### src/rtl/pool_pkg.sv
// ---------------------------------------------------------------------------
// pool_pkg
// Shared definitions for the streaming pooling engine:
//   - pool_state_e : controller state encoding (also exported for debug)
//   - KSEL_*       : kernel_sel encodings (K = 1, 2, 4, 1)
//   - MODE_*       : reduction mode constants (average / max)
//   - log2k()      : maps kernel_sel to log2(K)
// ---------------------------------------------------------------------------
package pool_pkg;

    typedef enum logic [1:0] {
        ST_IDLE  = 2'd0,
        ST_ACCUM = 2'd1,
        ST_EMIT  = 2'd2,
        ST_DONE  = 2'd3
    } pool_state_e;

    localparam logic [1:0] KSEL_K1     = 2'd0;
    localparam logic [1:0] KSEL_K2     = 2'd1;
    localparam logic [1:0] KSEL_K4     = 2'd2;
    localparam logic [1:0] KSEL_K1_ALT = 2'd3;

    localparam logic MODE_AVG = 1'b0;
    localparam logic MODE_MAX = 1'b1;

    // log2 of the kernel size selected by kernel_sel (0, 1 or 2).
    function automatic logic [1:0] log2k(input logic [1:0] kernel_sel);
        logic [1:0] r;
        case (kernel_sel)
            KSEL_K1:     r = 2'd0;
            KSEL_K2:     r = 2'd1;
            KSEL_K4:     r = 2'd2;
            KSEL_K1_ALT: r = 2'd0;
            default:     r = 2'd0;
        endcase
        return r;
    endfunction

endpackage

### src/rtl/pool_window_reduce.sv
// ---------------------------------------------------------------------------
// pool_window_reduce
// Accumulator for one pooling window. Each accumulate pulse folds up to four
// lane values (only the first K are used) into a running sum or running max.
// Masked lanes contribute zero.
//
// Ports:
//   clk, reset      clock, asynchronous active-low reset
//   clear           zero the accumulator (priority over accum)
//   accum           fold lane_vals/lane_mask into the accumulator
//   mode            MODE_AVG or MODE_MAX
//   log2k_sel       log2 of the kernel size
//   lane_vals       four DWIDTH lane values, lane t at [t*DWIDTH +: DWIDTH]
//   lane_mask       per-lane valid bits
//   result          average (sum >> 2*log2K, truncated) or max
// ---------------------------------------------------------------------------
module pool_window_reduce
    import pool_pkg::*;
#(
    parameter int DWIDTH = 8
) (
    input  logic                clk,
    input  logic                reset,
    input  logic                clear,
    input  logic                accum,
    input  logic                mode,
    input  logic [1:0]          log2k_sel,
    input  logic [4*DWIDTH-1:0] lane_vals,
    input  logic [3:0]          lane_mask,
    output logic [DWIDTH-1:0]   result
);

    // Four extra bits hold a sum of up to 16 full-scale terms.
    localparam int AW = DWIDTH + 4;

    logic [AW-1:0]     acc_q;
    logic [AW-1:0]     acc_d;
    logic [AW-1:0]     sum_v;
    logic [AW-1:0]     max_v;
    logic [AW-1:0]     term;
    logic [3:0]        lane_used;
    logic [DWIDTH-1:0] avg_v;

    always_comb begin
        case (log2k_sel)
            2'd1:    lane_used = 4'b0011;
            2'd2:    lane_used = 4'b1111;
            default: lane_used = 4'b0001;
        endcase

        sum_v = acc_q;
        max_v = acc_q;
        term  = '0;
        for (int t = 0; t < 4; t++) begin
            term = (lane_mask[t] && lane_used[t]) ? AW'(lane_vals[t*DWIDTH +: DWIDTH]) : '0;
            sum_v = sum_v + term;
            if (term > max_v) begin
                max_v = term;
            end
        end

        acc_d = acc_q;
        if (clear) begin
            acc_d = '0;
        end else if (accum) begin
            acc_d = (mode == MODE_MAX) ? max_v : sum_v;
        end
    end

    always_ff @(posedge clk or negedge reset) begin
        if (!reset) begin
            acc_q <= '0;
        end else begin
            acc_q <= acc_d;
        end
    end

    // Divisor is K*K regardless of how many lanes were masked.
    always_comb begin
        avg_v  = DWIDTH'(acc_q >> {log2k_sel, 1'b0});
        result = (mode == MODE_MAX) ? acc_q[DWIDTH-1:0] : avg_v;
    end

endmodule

### src/rtl/pool_stream.sv
// ---------------------------------------------------------------------------
// pool_stream
// Streaming KxK pooling engine (K = 1, 2, 4) with average or max reduction,
// valid/ready on both sides, and a combinational bypass when pooling is off.
//
// Handshake: a row transfers on in_valid && in_ready at a rising clock edge;
// a result transfers on out_valid && out_ready. A producer holding valid keeps
// its data stable until accepted; out_data/out_mask stay stable while
// out_valid is high and out_ready is low.
//
// Ports:
//   clk, reset          clock, asynchronous active-low reset
//   enable_pool         1 = pooling, 0 = combinational bypass
//   start               begins a job from IDLE
//   pool_mode           0 = average, 1 = max (latched at start)
//   kernel_sel          0/3 -> K=1, 1 -> K=2, 2 -> K=4 (latched at start)
//   num_out_rows        output rows per job, 0 treated as 1 (latched at start)
//   in_valid/in_ready   input row handshake
//   in_data/in_mask     input row vector and lane valid bits
//   out_valid/out_ready result row handshake
//   out_data/out_mask   result lanes 0..LANES/K-1, upper lanes zero
//   done_pool           one-cycle pulse after the final result handshake
//   dbg_state           current controller state
// ---------------------------------------------------------------------------
module pool_stream
    import pool_pkg::*;
#(
    parameter int DWIDTH = 8,
    parameter int LANES  = 16,
    parameter int ROWS_W = 8
) (
    input  logic                    clk,
    input  logic                    reset,
    input  logic                    enable_pool,
    input  logic                    start,
    input  logic                    pool_mode,
    input  logic [1:0]              kernel_sel,
    input  logic [ROWS_W-1:0]       num_out_rows,
    input  logic                    in_valid,
    output logic                    in_ready,
    input  logic [LANES*DWIDTH-1:0] in_data,
    input  logic [LANES-1:0]        in_mask,
    output logic                    out_valid,
    input  logic                    out_ready,
    output logic [LANES*DWIDTH-1:0] out_data,
    output logic [LANES-1:0]        out_mask,
    output logic                    done_pool,
    output logic [1:0]              dbg_state
);

    pool_state_e       state_q, state_d;
    logic              mode_q, mode_d;
    logic [1:0]        log2k_q, log2k_d;
    logic [ROWS_W-1:0] rows_left_q, rows_left_d;
    logic [1:0]        row_cnt_q, row_cnt_d;

    logic                    clear_acc;
    logic                    accept;
    logic                    row_last;
    logic [LANES-1:0]        win_active;
    logic [LANES*DWIDTH-1:0] pool_data;

    // Windows beyond LANES/K have no lanes for this kernel size.
    always_comb begin
        win_active = '0;
        for (int j = 0; j < LANES; j++) begin
            win_active[j] = (j < (LANES >> log2k_q));
        end
    end

    always_comb begin
        case (log2k_q)
            2'd1:    row_last = (row_cnt_q == 2'd1);
            2'd2:    row_last = (row_cnt_q == 2'd3);
            default: row_last = (row_cnt_q == 2'd0);
        endcase
    end

    // ---------------- controller ----------------
    always_comb begin
        state_d     = state_q;
        mode_d      = mode_q;
        log2k_d     = log2k_q;
        rows_left_d = rows_left_q;
        row_cnt_d   = row_cnt_q;
        clear_acc   = 1'b0;
        accept      = 1'b0;

        if (!enable_pool) begin
            // Bypass discards any partial window.
            state_d   = ST_IDLE;
            row_cnt_d = '0;
            clear_acc = 1'b1;
        end else begin
            case (state_q)
                ST_IDLE: begin
                    if (start) begin
                        state_d     = ST_ACCUM;
                        mode_d      = pool_mode;
                        log2k_d     = log2k(kernel_sel);
                        rows_left_d = (num_out_rows == '0) ? ROWS_W'(1) : num_out_rows;
                        row_cnt_d   = '0;
                        clear_acc   = 1'b1;
                    end
                end
                ST_ACCUM: begin
                    if (in_valid) begin
                        accept = 1'b1;
                        if (row_last) begin
                            state_d   = ST_EMIT;
                            row_cnt_d = '0;
                        end else begin
                            row_cnt_d = row_cnt_q + 2'd1;
                        end
                    end
                end
                ST_EMIT: begin
                    if (out_ready) begin
                        if (rows_left_q <= ROWS_W'(1)) begin
                            state_d     = ST_DONE;
                            rows_left_d = '0;
                        end else begin
                            state_d     = ST_ACCUM;
                            rows_left_d = rows_left_q - ROWS_W'(1);
                            clear_acc   = 1'b1;
                        end
                    end
                end
                ST_DONE: begin
                    state_d = ST_IDLE;
                end
                default: begin
                    state_d = ST_IDLE;
                end
            endcase
        end
    end

    always_ff @(posedge clk or negedge reset) begin
        if (!reset) begin
            state_q     <= ST_IDLE;
            mode_q      <= MODE_AVG;
            log2k_q     <= '0;
            rows_left_q <= '0;
            row_cnt_q   <= '0;
        end else begin
            state_q     <= state_d;
            mode_q      <= mode_d;
            log2k_q     <= log2k_d;
            rows_left_q <= rows_left_d;
            row_cnt_q   <= row_cnt_d;
        end
    end

    // ---------------- window datapath ----------------
    for (genvar j = 0; j < LANES; j++) begin : g_win
        localparam bit HAS_K2 = ((2*j + 1) < LANES);
        localparam bit HAS_K4 = ((4*j + 3) < LANES);
        localparam int B2     = HAS_K2 ? 2*j : 0;
        localparam int B4     = HAS_K4 ? 4*j : 0;

        logic [4*DWIDTH-1:0] vals;
        logic [3:0]          msk;
        logic [DWIDTH-1:0]   res;

        always_comb begin
            vals = '0;
            msk  = '0;
            case (log2k_q)
                2'd1: begin
                    if (HAS_K2) begin
                        vals[2*DWIDTH-1:0] = in_data[B2*DWIDTH +: 2*DWIDTH];
                        msk[1:0]           = in_mask[B2 +: 2];
                    end
                end
                2'd2: begin
                    if (HAS_K4) begin
                        vals = in_data[B4*DWIDTH +: 4*DWIDTH];
                        msk  = in_mask[B4 +: 4];
                    end
                end
                default: begin
                    vals[DWIDTH-1:0] = in_data[j*DWIDTH +: DWIDTH];
                    msk[0]           = in_mask[j];
                end
            endcase
        end

        pool_window_reduce #(
            .DWIDTH(DWIDTH)
        ) u_reduce (
            .clk       (clk),
            .reset     (reset),
            .clear     (clear_acc || !win_active[j]),
            .accum     (accept && win_active[j]),
            .mode      (mode_q),
            .log2k_sel (log2k_q),
            .lane_vals (vals),
            .lane_mask (msk),
            .result    (res)
        );

        assign pool_data[j*DWIDTH +: DWIDTH] = win_active[j] ? res : '0;
    end

    // ---------------- output mux ----------------
    // Accumulators are frozen during EMIT, so the result is stable without
    // a separate output register.
    always_comb begin
        if (enable_pool) begin
            in_ready  = (state_q == ST_ACCUM);
            out_valid = (state_q == ST_EMIT);
            out_data  = (state_q == ST_EMIT) ? pool_data : '0;
            out_mask  = (state_q == ST_EMIT) ? win_active : '0;
            done_pool = (state_q == ST_DONE);
        end else begin
            in_ready  = out_ready;
            out_valid = in_valid;
            out_data  = in_data;
            out_mask  = in_mask;
            done_pool = 1'b0;
        end
    end

    assign dbg_state = state_q;

endmodule

### config.mk
export PLATFORM = sky130hd
export DESIGN_NAME = pool_stream
export DESIGN_NICKNAME = d
export VERILOG_FILES = /design/src/rtl/pool_pkg.sv /design/src/rtl/pool_window_reduce.sv /design/src/rtl/pool_stream.sv
export SDC_FILE = /design/constraint.sdc
export NUM_CORES = 2
export LEC_CHECK = 0
export ABC_AREA = 1
export CORE_ASPECT_RATIO = 0.5
export CORE_UTILIZATION = 65
export DETAILED_ROUTE_END_ITERATION = 7
export HOLD_SLACK_MARGIN = 0.05
export PLACE_DENSITY = 0.85
export SLEW_MARGIN = 20
export SYNTH_ARGS = -nofsm -noshare
export SYNTH_HDL_FRONTEND = slang
export SYNTH_HIERARCHICAL = 1
export SYNTH_SLANG_ARGS = --single-unit
### constraint.sdc
create_clock -name clk -period 17.5 [get_ports clk]
set_input_delay 2.625 -clock clk [delete_from_list [all_inputs] [get_ports clk]]
set_output_delay 2.625 -clock clk [all_outputs]
set_load 0.1 [all_outputs]
# Yosys cells after proc, flatten, opt, wreduce, memory -nomap -nowiden
# Index checks and enable logic that the tools add are counted.
# Widths: inputs -> output; s select.
dict set report totals {
  out_inout_bits 149
  reg_bits 207
  in_bits 161
}
dict set report classes {
  n_reduce_logical 107
  addsub 34
  shifts 17
  order_cmp 81
  mux 265
  n_eq_ne 17
}
# cell count
set op_table {}
lappend op_table {{$mux 12} 112}
lappend op_table {{$mux 8} 81}
lappend op_table {{$add 12x12->12} 32}
lappend op_table {{$gt 1x12->1 const A} 32}
lappend op_table {{$gt 12x12->1} 32}
lappend op_table {{$lt 5x32->1 const A} 8}
lappend op_table {{$mux 128} 2}
lappend op_table {{$shr 12x3->8} 16}
lappend op_table {{$pmux 8 s2} 11}
lappend op_table {{$lt 4x32->1 const A} 4}
lappend op_table {{$mux 16} 6}
lappend op_table {{$lt 3x32->1 const A} 2}
lappend op_table {{$logic_and 1x1->1} 48}
lappend op_table {{$reduce_bool 2->1} 17}
lappend op_table {{$lt 1x32->1 const A} 1}
lappend op_table {{$lt 2x32->1 const A} 1}
lappend op_table {{$shr 5x2->32 const A} 1}
lappend op_table {{$mux 2} 14}
lappend op_table {{$pmux 1 s2} 12}
lappend op_table {{$mux 1} 23}
lappend op_table {{$logic_not 1->1} 16}
lappend op_table {{$logic_or 1x1->1} 16}
lappend op_table {{$eq 2x2->1 const B} 6}
lappend op_table {{$ne 3x3->1 const B} 4}
lappend op_table {{other kinds (15)} 24}

# Logic depth before layout (Yosys ltp)
dict set report logic_depth {
  word_depth 16
  depth_mapped 56
  ltp_nobuf 51
}

# By module
# Netlist, hierarchy kept.
# mod n_inst cells_each area_each_um2
set by_module_without_submodules {}
lappend by_module_without_submodules {{pool_window_reduce at g_win[0].u_reduce ...} 6 543 3447.1}
lappend by_module_without_submodules {{pool_window_reduce at g_win[12].u_reduce ...} 5 539 3362.0}
lappend by_module_without_submodules {pool_stream 1 1084 5644.2}
lappend by_module_without_submodules {{pool_window_reduce at g_win[1].u_reduce} 1 542 3515.9}
lappend by_module_without_submodules {{pool_window_reduce at g_win[9].u_reduce} 1 538 3443.3}
lappend by_module_without_submodules {{pool_window_reduce at g_win[5].u_reduce} 1 542 3379.5}
lappend by_module_without_submodules {{pool_window_reduce at g_win[11].u_reduce} 1 541 3363.2}
lappend by_module_without_submodules {{pool_window_reduce at g_win[8].u_reduce} 1 537 3353.2}

# Worst setup path after synthesis
# OpenSTA, ideal clock, no wires.
dict set report synth_path {
  kind {register to register}
  startpoint {register log2k_q[1]}
  endpoint {register g_win[1].u_reduce.acc_q[5]}
  t_arrival_ns 9.570
  required_time_ns 17.383
  setup_time_ns 0.117
  path_slack_ns 7.814
  path_stages_with_launch 47
  synth_period_minus_slack_ns 9.686
  cell_sequence {dfrtp_1 > inv_1 > ha_1 > buf_2 > nand2_1 > buf_2 > o221ai_1 > buf_6 > nand2_1 > inv_1 > ha_1 > nand2_1 > nor2_2 > nand2_1 > nor2_2 > nand2_2 > nand2_4 > nand2_4 > [11 not listed] > ha_1 > a21oi_1 > nor2_1 > a211oi_1 > o21ai_0 > nand2_2 > inv_1 > o21ai_0 > nand2_1 > ha_1 > nand4_1 > o311ai_0 > buf_2 > o21ai_0 > inv_1 > nand2_1 > nand2_1 > nand2_1}
}
dict set report synth_via {
  elab_chain_cells 15
  elab_cells_between_ends 38
}
# item line
set synth_rtl {}
lappend synth_rtl {{from (decl)} pool_stream.sv:53} ;# logic [1:0] log2k_q, log2k_d;
lappend synth_rtl {{from (signal assigned)} pool_stream.sv:149} ;# log2k_q <= log2k_d;
lappend synth_rtl {{$eq 2x2->1 or $eq 2x1->1 (tied branches)} n/a}
lappend synth_rtl {{$pmux 1 s2 *} pool_stream.sv:169} ;# case (log2k_q)
lappend synth_rtl {{net g_win[1].msk[0]} pool_stream.sv:163} ;# logic [3:0] msk;
lappend synth_rtl {{$logic_and 1x1->1 *} pool_window_reduce.sv:55} ;# term = (lane_mask[t] && lane_used[t]) ? AW'(lane_vals[t*DWIDTH +: DWIDTH]) : '0;
lappend synth_rtl {{$mux 8 *} pool_window_reduce.sv:55}
lappend synth_rtl {{$gt 12x12->1} pool_window_reduce.sv:57} ;# if (term > max_v) begin
lappend synth_rtl {{$mux 12} pool_window_reduce.sv:57}
lappend synth_rtl {{$gt 12x12->1} pool_window_reduce.sv:57}
lappend synth_rtl {{$mux 12} pool_window_reduce.sv:57}
lappend synth_rtl {{$gt 12x12->1} pool_window_reduce.sv:57}
lappend synth_rtl {{$mux 12} pool_window_reduce.sv:57}
lappend synth_rtl {{$gt 12x12->1} pool_window_reduce.sv:57}
lappend synth_rtl {{$mux 12} pool_window_reduce.sv:57}
lappend synth_rtl {{$mux 12 *} pool_window_reduce.sv:66} ;# acc_d = (mode == MODE_MAX) ? max_v : sum_v;
lappend synth_rtl {{$mux 12 *} pool_window_reduce.sv:65} ;# end else if (accum) begin
lappend synth_rtl {{$mux 12 *} pool_window_reduce.sv:63} ;# if (clear) begin
lappend synth_rtl {{to (signal assigned)} pool_window_reduce.sv:72} ;# acc_q <= '0;
lappend synth_rtl {{to (signal assigned)} pool_window_reduce.sv:74} ;# acc_q <= acc_d;
lappend synth_rtl {{to (decl)} pool_window_reduce.sv:36} ;# logic [AW-1:0] acc_q;
# Mark *: on every way through the listed nets, which the timed path passes. The rest lies on a longest branch. The select of a mux whose other input is x is not followed.
# A chain may end at the register's enable or synchronous reset.

# Worst setup path in the final report
dict set report layout_path {
  startpoint {input enable_pool}
  endpoint {output out_mask[11]}
}
dict set report layout_via {
  elab_chain_cells 1
}
# item line
set layout_rtl {}
lappend layout_rtl {{from (decl)} pool_stream.sv:34} ;# input logic enable_pool,
lappend layout_rtl {{$mux 16} pool_stream.sv:210} ;# if (enable_pool) begin
lappend layout_rtl {{to (decl)} pool_stream.sv:46} ;# output logic [LANES-1:0] out_mask,
# No other way between the ends.

==> flow_results.org <==
** Clock tree
- In this run the number of H-tree levels came out at 1.
- Gates resized during post-CTS repair numbered 0.
- CTS Hold Buffers Added :: 0
- TritonCTS built the clock tree.
- Clock-pin slew was measured on the worst setup and hold paths at ~0.06 ns.
- The clock drives between 200 and 250 sinks.
- TritonCTS created 28 clock buffers.
- The clock reaches the later pin of the worst-skew pair after around 0.65 ns.
- The tree is rooted in a clkbuf_16.
- Maximum clock insertion buffer count :: 3
- After clock tree synthesis, the setup repair step added 0 buffers.

** Global route
- The first global-routing pass estimated ~330000 um of wire.
- Overall global routing resource usage :: between 40% and 50%
- The via count of the first global-routing pass was 60900.
- Entering global routing, the biggest net connects 143 pins.
- After global routing the overflow that remains totals 0.
- The initial antenna violation count came to 6.

** STA
- For the final routed database, the setup TNS stands at 0 ns.
- For the pin with the worst max-slew slack, the measured transition is about 1.3 ns.
- The final max-slew violation count came to 0.
- Maximum achievable frequency :: around 0.098 GHz
- Setup violations remaining at the end of the flow were counted as 0.
- Clock period minus worst slack :: around 10 ns
- Setup repair after global routing left no endpoint under its margin.
- The number of hold-slack violations in the final timing report is 0.
- Final Cycle Share :: about three fifths
- The worst pin sits at a relative slew slack of between 10% and 20%.
- On the final layout, the worst hold slack is about 0.52 ns.
- The clock arrives with about 0.034 ns of skew.

** Setup path
- In this run the worst path has a maximum fanout of 44.
- Endpoint arrival time on the critical path :: between 7 and 8 ns
- Sort of element at the end of the critical path :: output port
- Data required time at the worst endpoint :: between 10 and 15 ns
- The worst setup path is launched from an input port.
- Type of the worst setup path :: input port to output port

** Yosys
- By area the synthesized netlist is led by nand2_1 (16%), ha_1 (15%), inv_1 (11%).
- nand2_1 is the most common cell in the netlist.
- Portion of synthesized cell area occupied by the leading cell type :: around 16%
- Primary flip-flop cell chosen by synthesis mapping :: dfrtp_1
- Top cell type by total area after synthesis :: nand2_1
- Post-synthesis cell area :: about 60000 um^2
- Number of synthesized flops with an enable pin :: 0
- Distinct cell type count of the synthesized netlist :: 57
- Sequential area share after synthesis :: 8.61%
- Avg Synthesized Cell Area :: 6.18 um^2
- During synthesis, Yosys emitted a total of 6 warnings.
- Syn Inst Count :: roughly 9700
- Synthesis inferred roughly 210 register bits.
- Sorting the synthesized cells by how often they occur yields nand2_1 (2602), inv_1 (1817), nand3_1 (806).
- FFs w/ async S/R, synth :: between 90% and 100%

** Place
- The HPWL after detailed placement is between 150000 and 200000 um.
- At the end of routability-driven placement, the weighted congestion stood at 1.05.
- Port buffering added roughly 310 buffers.

** Route
- The detailed router finished its first iteration with roughly 7300 violations.
- Total iterations of the first detailed-routing run :: 7
- Routed length per placed instance :: approximately 18 um
- Final wirelength :: 211000 um
- The highest metal layer carrying signal wires in the routed design is met5.
- Length of routed met2 wiring :: around 90000 um
- For this run, design rule violations remaining after detail routing come to 0.
- The detail route stage leaves a number of antenna-violating nets equal to 0.
- Summing over every cut layer, the via total after detailed routing is 66000.
- After detailed routing, the met3 layer carries roughly 24000 um of wire.
- After detailed routing, the number of vias per cell comes to about 5.8.
- In the final routing, the length of wire on met1 measures around 85000 um.

** Floorplanning
- Cell Rows :: between 70 and 80
- The core region is a little over 90000 um^2.
- Area of the die :: approximately 94000 um^2
- Horizontal die dimension :: between 400 and 500 um
- Height of the chip :: approximately 220 um
- For this configuration, the core starts out at a cell density of ~66%.
- For this design the top-level I/O count stands at a little over 300.

** Hold path
- Worst Hold Class :: flop to flop

** Final layout
- Once layout is complete, the utilization of the core stands at a little over 70%.
- Cells with a size suffix above 1 make up 6.35% of the layout.
- Compared with the post-synthesis result, the final layout area differs by 10.2%.
- Net count reported at finish :: around 11000
- Counting the fill cells in the layout gives between 8000 and 9000.

** Status
- Status :: finished, final reports clean

** Flow run
- Max-Cap Viols :: 0
## flip-flops by register name, summed over array words and instances (netlist names)
signal,cells
mode_q,1
g_win.u_reduce/acc_q,192
log2k_q,2
row_cnt_q,2
rows_left_q,8
dbg_state,2
## final cells by class
class,instances,area [um^2],share of cell area [%]
timing repair buffer,355,3480,5.24
tap,1240,1550,2.34
clock inverter,19,216,0.326
antenna,5,12.5,0.0189
clock buffer,33,749,1.13
sequential,207,5190,7.82
multi-input combinational,7734,48100,72.4
inverter,1888,7090,10.7
## stage by stage
| stage | setup WS [ns] | instance area (um^2) | cells |
|---|---|---|---|
| after CTS | 7.48 | 66300 | 11500 |
| after global placement | 7.20 | 65300 | 11400 |
| after detailed placement | 7.19 | 65300 | 11400 |
| after global routing | 6.95 | 66300 | 11500 |
| final | 7.27 | 66300 | 11500 |
| after floorplan | 7.81 | 61300 | 10000 |
## kinds of logic (layout without fill, tap and decap cells)
logic type / count (synthesis) / after routing / share of synthesized area (%)
and+or+nand+nor: 4651 / 4651 / 35.2
AOI/OAI and AO/OA: 1622 / 1622 / 15.7
other: 1 / 293 / 0.00623
adders and majority gates: 1017 / 1017 / 24.7
buffers and inverters: 2083 / 2295 / 13.4
DFF: 207 / 207 / 8.61
xor gates and xnor gates: 156 / 156 / 2.27
## cell usage in the layout (no fill, tap or decap), types with 9 or more instances in the layout
| cell | instances |
|---|---|
| o21ai_1 | 69 |
| o31ai_1 | 9 |
| nand3_2 | 106 |
| fa_1 | 288 |
| and2_1 | 80 |
| a31oi_1 | 40 |
| conb_1 | 288 |
| a32oi_1 | 64 |
| nor3_1 | 22 |
| clkbuf_16 | 28 |
| nor2_4 | 20 |
| nand2_2 | 130 |
| xor2_1 | 117 |
| nor2_2 | 40 |
| clkinv_1 | 10 |
| clkdlybuf4s50_1 | 307 |
| inv_1 | 1817 |
| o21ai_0 | 713 |
| ha_1 | 726 |
| a211oi_1 | 14 |
| inv_2 | 61 |
| o22ai_1 | 84 |
| o221ai_1 | 39 |
| o311ai_1 | 14 |
| buf_4 | 43 |
| nand4_1 | 53 |
| nand2_1 | 2600 |
| nand3_1 | 805 |
| nand2_4 | 73 |
| o211ai_1 | 28 |
| a21o_1 | 15 |
| nor2_1 | 599 |
| a22o_1 | 16 |
| a21oi_1 | 316 |
| xnor2_1 | 39 |
| dfrtp_1 | 204 |
| o21bai_1 | 168 |
| or2_2 | 86 |
## worst paths after layout
kind / endpoint / cells after the start / startpoint / slack (ns)
setup / recovery: out_mask[11] / 7 / enable_pool / 7.27
hold / removal: row_cnt_q[0] / 2 / row_cnt_q[0] / 0.52
setup reg to reg: g_win[5].u_reduce/acc_q[2] / 47 / log2k_q[1] / 7.91
hold reg to reg: row_cnt_q[0] / 2 / row_cnt_q[0] / 0.52
max in group asynchronous: log2k_q[1] / 2 / reset / 14.05
min in group asynchronous: g_win[11].u_reduce/acc_q[0] / 1 / reset / 2.00
## metal layers
metal | vias up | track usage, %
met5 | - | 0
met4 | 4 | 23.1
met3 | 698 | 10.2
met2 | 3327 | 67.5
met1 | 30000 | 57.8
li1 | 32000 | -
## critical path, cell delays in order
cell and delay (ns):
buf_4 0.43, inv_2 0.35, nor2_8 0.51, buf_4 0.71, nand2_1 0.82, o21ai_0 0.65, clkdlybuf4s50_1 1.39
Power is left out: the tool's default activity adds up to more than one toggle a clock period on the data nets, which glitch-free logic cannot reach.
